==> src/rtl/fib_iter_resp_pkg.sv <==
// Shared definitions for the Fibonacci responder: FSM state encoding and default widths.
package fib_iter_resp_pkg;

  localparam int FIB_N_IN  = 10;
  localparam int FIB_N_OUT = 24;

  typedef enum logic [1:0] {
    ST_IDLE = 2'd0,
    ST_CALC = 2'd1,
    ST_DONE = 2'd2
  } state_e;

endpackage

==> src/rtl/fib_iter_resp_if.sv <==
// 4-phase req/ack handshake between the board-level initiator and the Fibonacci responder.
interface fib_iter_resp_if #(
  parameter int N_IN  = fib_iter_resp_pkg::FIB_N_IN,
  parameter int N_OUT = fib_iter_resp_pkg::FIB_N_OUT
);
  logic             req;
  logic [N_IN-1:0]  n;
  logic             ack;
  logic             busy;
  logic [N_OUT-1:0] result;
  logic             ovf;

  modport master (output req, n, input  ack, busy, result, ovf);
  modport slave  (input  req, n, output ack, busy, result, ovf);
endinterface

==> src/rtl/fib_iter_resp_step.sv <==
// Fibonacci datapath: a=F(k), b=F(k+1) with sticky overflow flags, one addition per step.
module fib_iter_resp_step #(
  parameter int N_OUT = fib_iter_resp_pkg::FIB_N_OUT
) (
  input  logic             clk,
  input  logic             RSTN,
  input  logic             load_i,
  input  logic             step_i,
  output logic [N_OUT-1:0] a_o,
  output logic             oa_o
);

  localparam logic [N_OUT-1:0] ONE = N_OUT'(1);

  logic [N_OUT-1:0] a_q, a_d, b_q, b_d;
  logic             oa_q, oa_d, ob_q, ob_d;
  logic [N_OUT:0]   sum;

  assign sum = {1'b0, a_q} + {1'b0, b_q};

  // NOTE: every variable gets a default first so no path leaves it unassigned (no latch).
  always_comb begin
    a_d  = a_q;
    b_d  = b_q;
    oa_d = oa_q;
    ob_d = ob_q;
    if (load_i) begin
      a_d  = '0;
      b_d  = ONE;
      oa_d = 1'b0;
      ob_d = 1'b0;
    end else if (step_i) begin
      a_d  = b_q;
      b_d  = sum[N_OUT-1:0];
      oa_d = ob_q;
      // Overflow is sticky: once either operand wrapped, every later term has too.
      ob_d = oa_q | ob_q | sum[N_OUT];
    end
  end

  // NOTE: sequential state uses non-blocking assignments so all registers update together.
  always_ff @(posedge clk or negedge RSTN) begin
    if (!RSTN) begin
      a_q  <= '0;
      b_q  <= '0;
      oa_q <= 1'b0;
      ob_q <= 1'b0;
    end else begin
      a_q  <= a_d;
      b_q  <= b_d;
      oa_q <= oa_d;
      ob_q <= ob_d;
    end
  end

  assign a_o  = a_q;
  assign oa_o = oa_q;

endmodule

==> src/rtl/fib_iter_resp.sv <==
// Responder for the req/ack Fibonacci handshake: captures n, iterates F(n), holds result for display.
module fib_iter_resp
  import fib_iter_resp_pkg::*;
#(
  parameter int N_IN  = FIB_N_IN,
  parameter int N_OUT = FIB_N_OUT
) (
  input logic             clk,
  input logic             RSTN,
  fib_iter_resp_if.slave  bus
);

  localparam logic [N_IN-1:0] CNT_ONE = N_IN'(1);

  state_e           state_q, state_d;
  logic [N_IN-1:0]  cnt_q, cnt_d;
  logic [N_OUT-1:0] result_q, result_d;
  logic             ovf_q, ovf_d;
  logic             load, step;
  logic [N_OUT-1:0] a;
  logic             oa;

  fib_iter_resp_step #(.N_OUT(N_OUT)) u_step (
    .clk    (clk),
    .RSTN   (RSTN),
    .load_i (load),
    .step_i (step),
    .a_o    (a),
    .oa_o   (oa)
  );

  always_comb begin
    state_d  = state_q;
    cnt_d    = cnt_q;
    result_d = result_q;
    ovf_d    = ovf_q;
    load     = 1'b0;
    step     = 1'b0;
    unique case (state_q)
      ST_IDLE: begin
        if (bus.req) begin
          load    = 1'b1;
          cnt_d   = bus.n;
          state_d = ST_CALC;
        end
      end
      ST_CALC: begin
        // A dropped request aborts without touching the displayed result.
        if (!bus.req) begin
          state_d = ST_IDLE;
        end else if (cnt_q != '0) begin
          step  = 1'b1;
          cnt_d = cnt_q - CNT_ONE;
        end else begin
          result_d = a;
          ovf_d    = oa;
          state_d  = ST_DONE;
        end
      end
      ST_DONE: begin
        if (!bus.req) state_d = ST_IDLE;
      end
      default: state_d = ST_IDLE;
    endcase
  end

  always_ff @(posedge clk or negedge RSTN) begin
    if (!RSTN) begin
      state_q  <= ST_IDLE;
      cnt_q    <= '0;
      result_q <= '0;
      ovf_q    <= 1'b0;
    end else begin
      state_q  <= state_d;
      cnt_q    <= cnt_d;
      result_q <= result_d;
      ovf_q    <= ovf_d;
    end
  end

  // Decoding straight from the state register keeps busy and ack mutually exclusive.
  assign bus.busy   = (state_q == ST_CALC);
  assign bus.ack    = (state_q == ST_DONE);
  assign bus.result = result_q;
  assign bus.ovf    = ovf_q;

endmodule

==> src/flat_wrapper.sv <==
// flat-port wrapper written by rule: the top's interface ports become plain ports
module fib_iter_resp_flat import fib_iter_resp_pkg::*;
#(
  parameter int N_IN  = FIB_N_IN,
  parameter int N_OUT = FIB_N_OUT
)
  (clk, RSTN, bus_req, bus_n, bus_ack, bus_busy, bus_result, bus_ovf);
  fib_iter_resp_if #(.N_IN(N_IN), .N_OUT(N_OUT)) bus_i ();
  input logic clk;
  input logic RSTN;
  input wire logic [$bits(bus_i.req)-1:0] bus_req;
  input wire logic [$bits(bus_i.n)-1:0] bus_n;
  output wire logic [$bits(bus_i.ack)-1:0] bus_ack;
  output wire logic [$bits(bus_i.busy)-1:0] bus_busy;
  output wire logic [$bits(bus_i.result)-1:0] bus_result;
  output wire logic [$bits(bus_i.ovf)-1:0] bus_ovf;
  assign bus_i.req = bus_req;
  assign bus_i.n = bus_n;
  assign bus_ack = bus_i.ack;
  assign bus_busy = bus_i.busy;
  assign bus_result = bus_i.result;
  assign bus_ovf = bus_i.ovf;
  fib_iter_resp #(.N_IN(N_IN), .N_OUT(N_OUT)) u_core (.clk(clk), .RSTN(RSTN), .bus(bus_i));
endmodule
==> config.mk <==
export PLATFORM = sky130hd
export DESIGN_NAME = fib_iter_resp_flat
export DESIGN_NICKNAME = d
export VERILOG_FILES = /design/src/rtl/fib_iter_resp_pkg.sv /design/src/rtl/fib_iter_resp_if.sv /design/src/rtl/fib_iter_resp_step.sv /design/src/rtl/fib_iter_resp.sv /design/src/flat_wrapper.sv
export SDC_FILE = /design/constraint.sdc
export NUM_CORES = 1
export LEC_CHECK = 0
export CAP_MARGIN = 20
export CELL_PAD_IN_SITES_DETAIL_PLACEMENT = 0
export CELL_PAD_IN_SITES_GLOBAL_PLACEMENT = 1
export CORE_MARGIN = 4
export CORE_UTILIZATION = 46
export DETAILED_ROUTE_END_ITERATION = 16
export PLACE_DENSITY = 0.87
export SYNTH_ARGS = -nofsm -noshare
export SYNTH_HDL_FRONTEND = slang
export SYNTH_SLANG_ARGS = --single-unit
==> constraint.sdc <==
create_clock -name clk -period 3.65 [get_ports clk]
set_clock_uncertainty 0.15 [all_clocks]
set_input_delay 0.73 -clock clk [delete_from_list [all_inputs] [get_ports clk]]
set_output_delay 0.73 -clock clk [all_outputs]
set_load 0.1 [all_outputs]
; Word level (Yosys, flattened, before mapping)
; Cells that the tools add are included.
[classes]
addsub = 2
n_eq_ne = 7
muxes = 22
bitwise = 3
n_reduce_logical = 7
[op_table]
columns = op, count
row1 = 24-bit two-way mux, 4
row2 = 10-bit two-way mux, 3
row3 = 24-bit by 24-bit adder with 25-bit output, 1
row4 = 10-bit one-hot mux with 2 select lines, 1
row5 = 10-bit nonzero test, 1
row6 = 10-bit by 1-bit subtractor with 10-bit output (second input constant), 1
row7 = 1-bit two-way mux, 9
row8 = 2-bit two-way mux, 4
row9 = 2-bit != test (second input constant), 3
row10 = 2-bit one-hot mux with 3 select lines, 1
row11 = 3-bit AND reduction, 2
row12 = 4-bit AND reduction, 1
row13 = 2-bit nonzero test, 2
row14 = 3-bit != test (second input constant), 1
row15 = 2-bit by 1-bit == test with 1-bit output (second input constant), 1
row16 = 2-bit == test (second input constant), 1
row17 = 2-bit zero test, 1
row18 = 2-bit by 1-bit != test with 1-bit output (second input constant), 1
row19 = 1-bit OR, 2
row20 = 1-bit inverter, 1
[totals]
ff_bits = 87
input_bits = 13
output_inout_bits = 27
word_cells = 49

; Longest topological paths before layout
; Gate-level depths: netlist of the first run.
[logic_depth]
word_depth = 6
mapped_depth = 9
mapped_depth_nobuf = 9

; Hierarchy
; Synthesis of the first run repeated with hierarchy kept, for this count alone.
[hier_totals]
hier_cells = 496
area_unflattened_um2 = 5167.5
[by_module_without_submodules]
columns = mod, n_inst, cells_per_inst, area_each_um2, seq_area_each_um2
row1 = fib_iter_resp_step, 1, 355, 3393.3, 1251.2
row2 = fib_iter_resp, 1, 141, 1774.2, 925.9

; Worst setup path before layout of the first run
; Ideal clock, no wire load.
[synth_timing]
path_type = reg-to-output
startpoint = reg u_core.state_q[0]
endpoint = out bus_ack
t_arrival_ns = 1.760
required_ns = 2.770
slack_ns = 1.010
stages_incl_launch_ff = 2
n_path_buf = 0
path_cell_list = dfrtp_1 > nor2b_1
[synth_via]
elab_chain_len = 1
[synth_rtl]
columns = item, line
row1 = "start, declared", fib_iter_resp.sv:15  ; state_e state_q, state_d;
row2 = "start signal, assigned", fib_iter_resp.sv:74  ; state_q <= state_d;
row3 = 2-bit == test, fib_iter_resp.sv:83  ; assign bus.ack = (state_q == ST_DONE);
row4 = "end, declared", flat_wrapper.sv:13  ; output wire logic [$bits(bus_i.ack)-1:0] bus_ack;
; No other way between the ends.

; Final worst setup path of the first run
[layout_timing]
startpoint = reg u_core.cnt_q[0]
endpoint = reg u_core.u_step.b_q[18]
[layout_via]
elab_chain_len = 5
[layout_rtl]
columns = item, line
row1 = "start, declared", fib_iter_resp.sv:16  ; logic [N_IN-1:0] cnt_q, cnt_d;
row2 = "start signal, assigned", fib_iter_resp.sv:75  ; cnt_q <= cnt_d;
row3 = 10-bit nonzero test, fib_iter_resp.sv:51  ; end else if (cnt_q != '0) begin
row4 = 1-bit two-way mux, fib_iter_resp.sv:51
row5 = 1-bit two-way mux, fib_iter_resp.sv:49  ; if (!bus.req) begin
row6 = 1-bit two-way mux, fib_iter_resp.sv:39  ; unique case (state_q)
row7 = 2-bit nonzero test (no source line), --
row8 = "end signal, assigned", fib_iter_resp_step.sv:45  ; b_q <= '0;
row9 = "end signal, assigned", fib_iter_resp_step.sv:50  ; b_q <= b_d;
row10 = "end, declared", fib_iter_resp_step.sv:15  ; logic [N_OUT-1:0] a_q, a_d, b_q, b_d;
; No other way between the ends.
; A chain may end at the register's enable or synchronous reset.

==> reports/qor.txt, run 1 <==
vias in the first global route = 3592
gr usage total = 16.7%
most common cell after layout, fill and taps aside = dfrtp_1
prevailing post-synth register cell = dfrtp_1
Mapped Nets = 505
starting density of the core = 47.1%
part of the Yosys area used for sequential elements = 44.9%
Nets = 538
Root Driver = clkbuf_8
Hold Slack = 0.132 ns
P_sw = 487 uW
layout cells sized above 1 = 12.3%
Hold Fails Final Rpt = 0
CTS tree = yes
ant diodes = 0
Die Area = 12200 sq um
Cell variety after synth = 63
antenna viol nets, final = 0
CTS max path bufs = 2
min Tclk post-route = 2.93 ns
Layout fillers = 931
setup repair after global routing missed its margin = false
worst r2r path cells = 8
Sink Count = 87
Core Rows = 37
Worst-path clk slew = 0.09 ns
first-pass GRT wire length = 17200 um
peak supply drop = 0.192 mV
CTS H-tree depth = 3
#FFs+latches synth = 87
synthesized area = 4840 sq um
fmax = 342 MHz
power share of the clock group = 37.1%
area share of the largest cell type after synthesis = 44.9%
Synth area leader = dfrtp_1
placer's final routability congestion estimate = 0.855
status = finished, final reports clean
most frequent cells in the layout = dfrtp_1 (87), nand2_1 (46), a21oi_1 (34)
internal power = 1.48 mW
Port-buffer cells = 39
yosys warns = 0
fin. max-slew vios = 0
area grow syn2layout = 14.0%
initial antenna violation count = 0
Post-synth EDFFs = 0
Flop pwr share = 52.6%
leakage power = 2.64 nW
fin crit share = 80.2%
Hold Buf Count CTS = 0
setup_tns = 0 ns
crit path launch type = register
Avg WL per Cell = 15.7 um
Core ar. = 10300 sq um
DRC viols = 0
largest net degree at the start of global routing = 88
top cells by area, synth = dfrtp_1 (45%), ha_1 (6.5%), a22o_1 (5.1%)
final wirelength = 10100 um
hpwl dp = 6940 um
crit path capture type = register
number of gates resized after CTS = 0
Avg Vias per Cell = 5.74
synthesized area per cell = 10.4 sq um
vias = 3666
placed cells = 623
final core utilization = 53.7%
Mapped Cells = 466
HP Class = in2async
grt total ovfl = 0
Worst path slowest cell = or2_1
Crit path arrival time = 3.03 ns
Post-CTS Setup Bufs = 0
Die X = 111 um
CTS buffer count = 9
Die Y = 111 um
Slew headroom = 35.3%
switching share of power = 24.8%
DR iter-0 viols = 177
Crit Path Class = reg2reg
pwr dens = 356 nW/um^2
clk_lat worst skew = 0.36 ns
worst-margin pin slew = 0.968 ns
Max Cap Violations = 0
Tot Pwr = 1.97 mW
Synth async-reset ratio = 100%
setup violators final = 0
Crit path largest cell delay = 0.70 ns
worst-path cell chain = inv_1, ha_1, or3b_4, nor3_4, or2_1, or3_1, mux2i_1, a211o_1
CP max FO = 22
Post-Layout Cell Count = 639
drt first pass iters = 4
CP required = 3.75 ns
combinational share of power = 10.3%
# IOs = 40
path summary, 6_finish.rpt:
| path | endpoint | start | slack, ns |
|---|---|---|---|
| worst max register to register | u_core.u_step.b_q[18] | u_core.cnt_q[0] | 0.72 |
| worst min register to register | u_core.bus.result[11] | u_core.bus.result[11] | 0.34 |
| max in group asynchronous | u_core.bus.result[1] | RSTN | 2.60 |
| worst max-delay path | u_core.u_step.b_q[18] | u_core.cnt_q[0] | 0.72 |
| min in group clk | u_core.bus.result[11] | u_core.bus.result[11] | 0.34 |
| worst min-delay path | u_core.bus.result[22] | RSTN | 0.13 |
synth_stat cells (all sizes together), types with 9 or more instances:
| master | n |
|---|---|
| a22o | 28 |
| a21o | 9 |
| inv | 11 |
| nand3 | 14 |
| nor2 | 22 |
| dfrtp | 87 |
| clkbuf | 9 |
| nand2 | 46 |
| ha | 25 |
| mux2 | 24 |
| o21ai | 31 |
| buf | 14 |
| a21oi | 34 |
power by group through the flow:
stage | logic [mW] | clock network, mW | registers (mW)
2_1_floorplan | 0.136 | 0 | 1.05
3_3_place_gp | 0.192 | 0 | 1.05
3_5_place_dp | 0.198 | 0 | 1.05
4_1_cts | 0.200 | 0.749 | 1.03
5_1_grt | 0.227 | 0.790 | 1.04
6_report | 0.202 | 0.730 | 1.03
metrics by stage:
step | worst slack, ns | instance area [sq um]
2_1_floorplan | 1.01 | 4840
3_3_place_gp | 0.710 | 5280
3_5_place_dp | 0.654 | 5280
4_1_cts | 0.734 | 5490
5_1_grt | 0.511 | 5520
6_report | 0.724 | 5520
layout make-up:
| cell class | instances | area (sq um) | area share, % |
|---|---|---|---|
| sequential | 87 | 2180 | 39.4 |
| tap | 136 | 170 | 3.08 |
| clock inverter | 3 | 67.6 | 1.22 |
| multi-input combinational | 345 | 2490 | 45.2 |
| timing repair buffer | 45 | 425 | 7.70 |
| inverter | 11 | 41.3 | 0.748 |
| clock buffer | 12 | 145 | 2.63 |
metal layers:
metal | part of all wire (%) | track usage (%) | vias up | wire length (um)
met5 | 0 | 0 | - | 0
met2 | 45 | 26.3 | 53 | 4570
met4 | 1.5 | 5.75 | 0 | 148
li1 | - | - | 1805 | -
met1 | 50 | 23.1 | 1795 | 5040
met3 | 2.9 | 3.40 | 13 | 295
sequential cells by signal, indices dropped and copies added (netlist names):
signal,cells
u_core.bus.ovf,1
u_core.bus.result,24
u_core.cnt_q,10
u_core.state_q,2
u_core.u_step.a_o,24
u_core.u_step.b_q,24
u_core.u_step.oa_o,1
u_core.u_step.ob_q,1
critical path, delay by kind of cell (launching register included):
kind                       cells  cell delay (ns)
AOI/OAI and AO/OA              1             0.28
adders and majority gates      1             0.17
buffers and inverters          1             0.08
DFF                            1             0.43
muxes                          1             0.06
and+or+nand+nor                4             1.64
cells by family after synthesis:
logic type	after synthesis	share of synthesized area, %
AO/OA/AOI/OAI	155	22.6
AND/OR/NAND/NOR	124	12.7
flip-flops	87	44.9
buffers and inverters	34	3.59
multiplexers	26	6.77
adder cells (fa/ha/maj)	26	6.87
XOR/XNOR	14	2.53
(Power assumes the default switching activity.)
==> run 2, diff against run 1 <==
==> constraint.sdc (replaced) <==
create_clock -name clk -period 3 [get_ports clk]
set_clock_uncertainty 0.15 [all_clocks]
set_input_delay 0.6 -clock clk [delete_from_list [all_inputs] [get_ports clk]]
set_output_delay 0.6 -clock clk [all_outputs]
set_load 0.1 [all_outputs]
==> run 2 against run 1 <==
Effect of this change:
- worst hold slack improved by 0.21 ns
- total power rose by 23%
- cell count rose by 0.63%
- wire length rose by 3.5%
- non-clock buffer count rose by 3
- utilization barely moved
- critical path depth rose by 1
- worst setup slack got worse by 0.46 ns
- sequential cell count did not move
- clock power rose by 25%
- combinational power rose by 23%
- fmax rose by 7.1%
==> reports/qor.txt, run 2 (same netlist as run 1, synthesis figures left out) <==
initial antenna violation count = 0 (unchanged)
ant diodes = 0 (unchanged)
leakage power = 2.70 nW (+2.3%)
Hold Slack = 0.345 ns (+0.213 ns)
Hold Fails Final Rpt = 0 (unchanged)
P_sw = 614 uW (+26%)
power share of the clock group = 37.8% (+0.7 points)
Tot Pwr = 2.42 mW (+23%)
layout cells sized above 1 = 16.4% (+4.0 points)
min Tclk post-route = 2.73 ns (-0.193 ns)
Crit path arrival time = 2.84 ns (-0.19 ns)
clk_lat worst skew = 0.37 ns (about the same)
Die X = 111 um (unchanged)
DRC viols = 0 (unchanged)
vias in the first global route = 3750 (+4.4%)
CP max FO = 3 (-86%)
Max Cap Violations = 0 (unchanged)
Core Rows = 37 (unchanged)
fin. max-slew vios = 0 (unchanged)
worst r2r path cells = 9 (+1)
crit path launch type = register
crit path capture type = register
Port-buffer cells = 39 (unchanged)
CTS buffer count = 9 (unchanged)
number of gates resized after CTS = 0 (unchanged)
grt total ovfl = 0 (unchanged)
setup repair after global routing missed its margin = false
Slew headroom = 62.1% (+27 points)
CP required = 3.11 ns (-0.64 ns)
Sink Count = 87 (unchanged)
setup_tns = 0 ns (unchanged)
fmax = 366 MHz (+7.1%)
CTS tree = yes
Setup WS post-layout = 0.268 ns (-0.457 ns)
peak supply drop = 0.189 mV (-1.5%)
Nets = 541 (+0.56%)
antenna viol nets, final = 0 (unchanged)
status = finished, final reports clean
Worst-path clk slew = 0.09 ns (about the same)
HP Class = reg2reg
Root Driver = clkbuf_8
vias = 3683 (+0.46%)
Die Area = 12200 sq um (unchanged)
DR iter-0 viols = 208 (+18%)
drt first pass iters = 4 (unchanged)
Die Y = 111 um (unchanged)
starting density of the core = 47.1% (unchanged)
Avg WL per Cell = 16.2 um (+2.9%)
hpwl dp = 7240 um (+4.3%)
internal power = 1.80 mW (+22%)
CTS H-tree depth = 3 (unchanged)
Hold Crit Depth = 1
setup violators final = 0 (unchanged)
gr usage total = 17.8% (+1.0 points)
final wirelength = 10400 um (+3.5%)
# IOs = 40 (unchanged)
switching share of power = 25.4% (+0.64 points)
pwr dens = 438 nW/um^2 (+23%)
Crit Path Class = reg2reg
worst-margin pin slew = 0.569 ns (-0.399 ns)
area grow syn2layout = 14.0% (about the same)
largest net degree at the start of global routing = 62 (-30%)
Core ar. = 10300 sq um (unchanged)
first-pass GRT wire length = 18200 um (+6.2%)
fin crit share = 91.1% (+11 points)
CTS max path bufs = 2 (unchanged)
Place WS = 0.288 ns (-0.366 ns)
Avg Vias per Cell = 5.73 (-0.16%)
placer's final routability congestion estimate = 0.907 (+6.1%)
combinational share of power = 10.3% (about the same)
most common cell after layout, fill and taps aside = dfrtp_1
Flop pwr share = 52.0% (-0.6 points)
most frequent cells in the layout = dfrtp_1 (87), nand2_1 (46), a21oi_1 (34), buf_4 (34), a22o_1 (28)
run 2: final timing paths:
check                                           start                     to  slack (ns)
max in group asynchronous                        RSTN   u_core.u_step.a_o[8]        1.53
min in group asynchronous                        RSTN  u_core.bus.result[16]        0.52
worst max-delay path             u_core.u_step.a_o[0]  u_core.u_step.b_q[20]        0.27
worst min register to register  u_core.bus.result[12]  u_core.bus.result[12]        0.34
worst max register to register   u_core.u_step.a_o[0]  u_core.u_step.b_q[20]        0.27
worst min-delay path            u_core.bus.result[12]  u_core.bus.result[12]        0.34
run 2: what timing repair did:
action | in CTS | in global routing
hold buffers | 1 | 0
setup buffers | 0 | 0
endpoints found under the hold margin | 21 | 0
run 2: metal layers:
layer  global-route usage (%)  vias to the layer above  routed length (um)
met5                        0                        -                   0
met4                     7.06                        0                 165
met3                     3.73                       11                 374
met2                     27.2                       74                4810
met1                     24.7                     1785                5060
li1                         -                     1813                   -
run 2: power by group through the flow:
stage | logic [mW] | clock network, mW | registers (mW)
final | 0.249 | 0.913 | 1.26
after global routing | 0.282 | 0.995 | 1.26
after CTS | 0.253 | 0.942 | 1.26
after detailed placement | 0.251 | 0 | 1.28
after global placement | 0.242 | 0 | 1.28
after floorplan | 0.165 | 0 | 1.27
run 2: metrics by stage:
stage               area (sq um)  std cells  util (%)
finish                      5520        643      53.7
global placement            5290        626      51.5
detailed placement          5290        626      51.5
CTS                         5520        643      53.7
global route                5520        643      53.7
floorplan                   4840        466         -
run 2: final cells by class:
type	count	area (sq um)
multi-input cells	345	2490
fillers	925	4760
clock inverters	6	83.8
repair buffers	48	415
well taps	136	170
flip-flops and latches	87	2180
clock buffers	10	138
inverters	11	41.3
run 2: worst max-delay path, cell delays in order (launching register included):
cell	delay, ns
dfrtp_1	0.40
ha_1	0.21
inv_1	0.06
fa_1	0.37
nand2b_1	0.19
a21o_1	0.19
a211o_1	0.32
a2111oi_4	0.36
o31ai_1	0.10
a32o_1	0.28
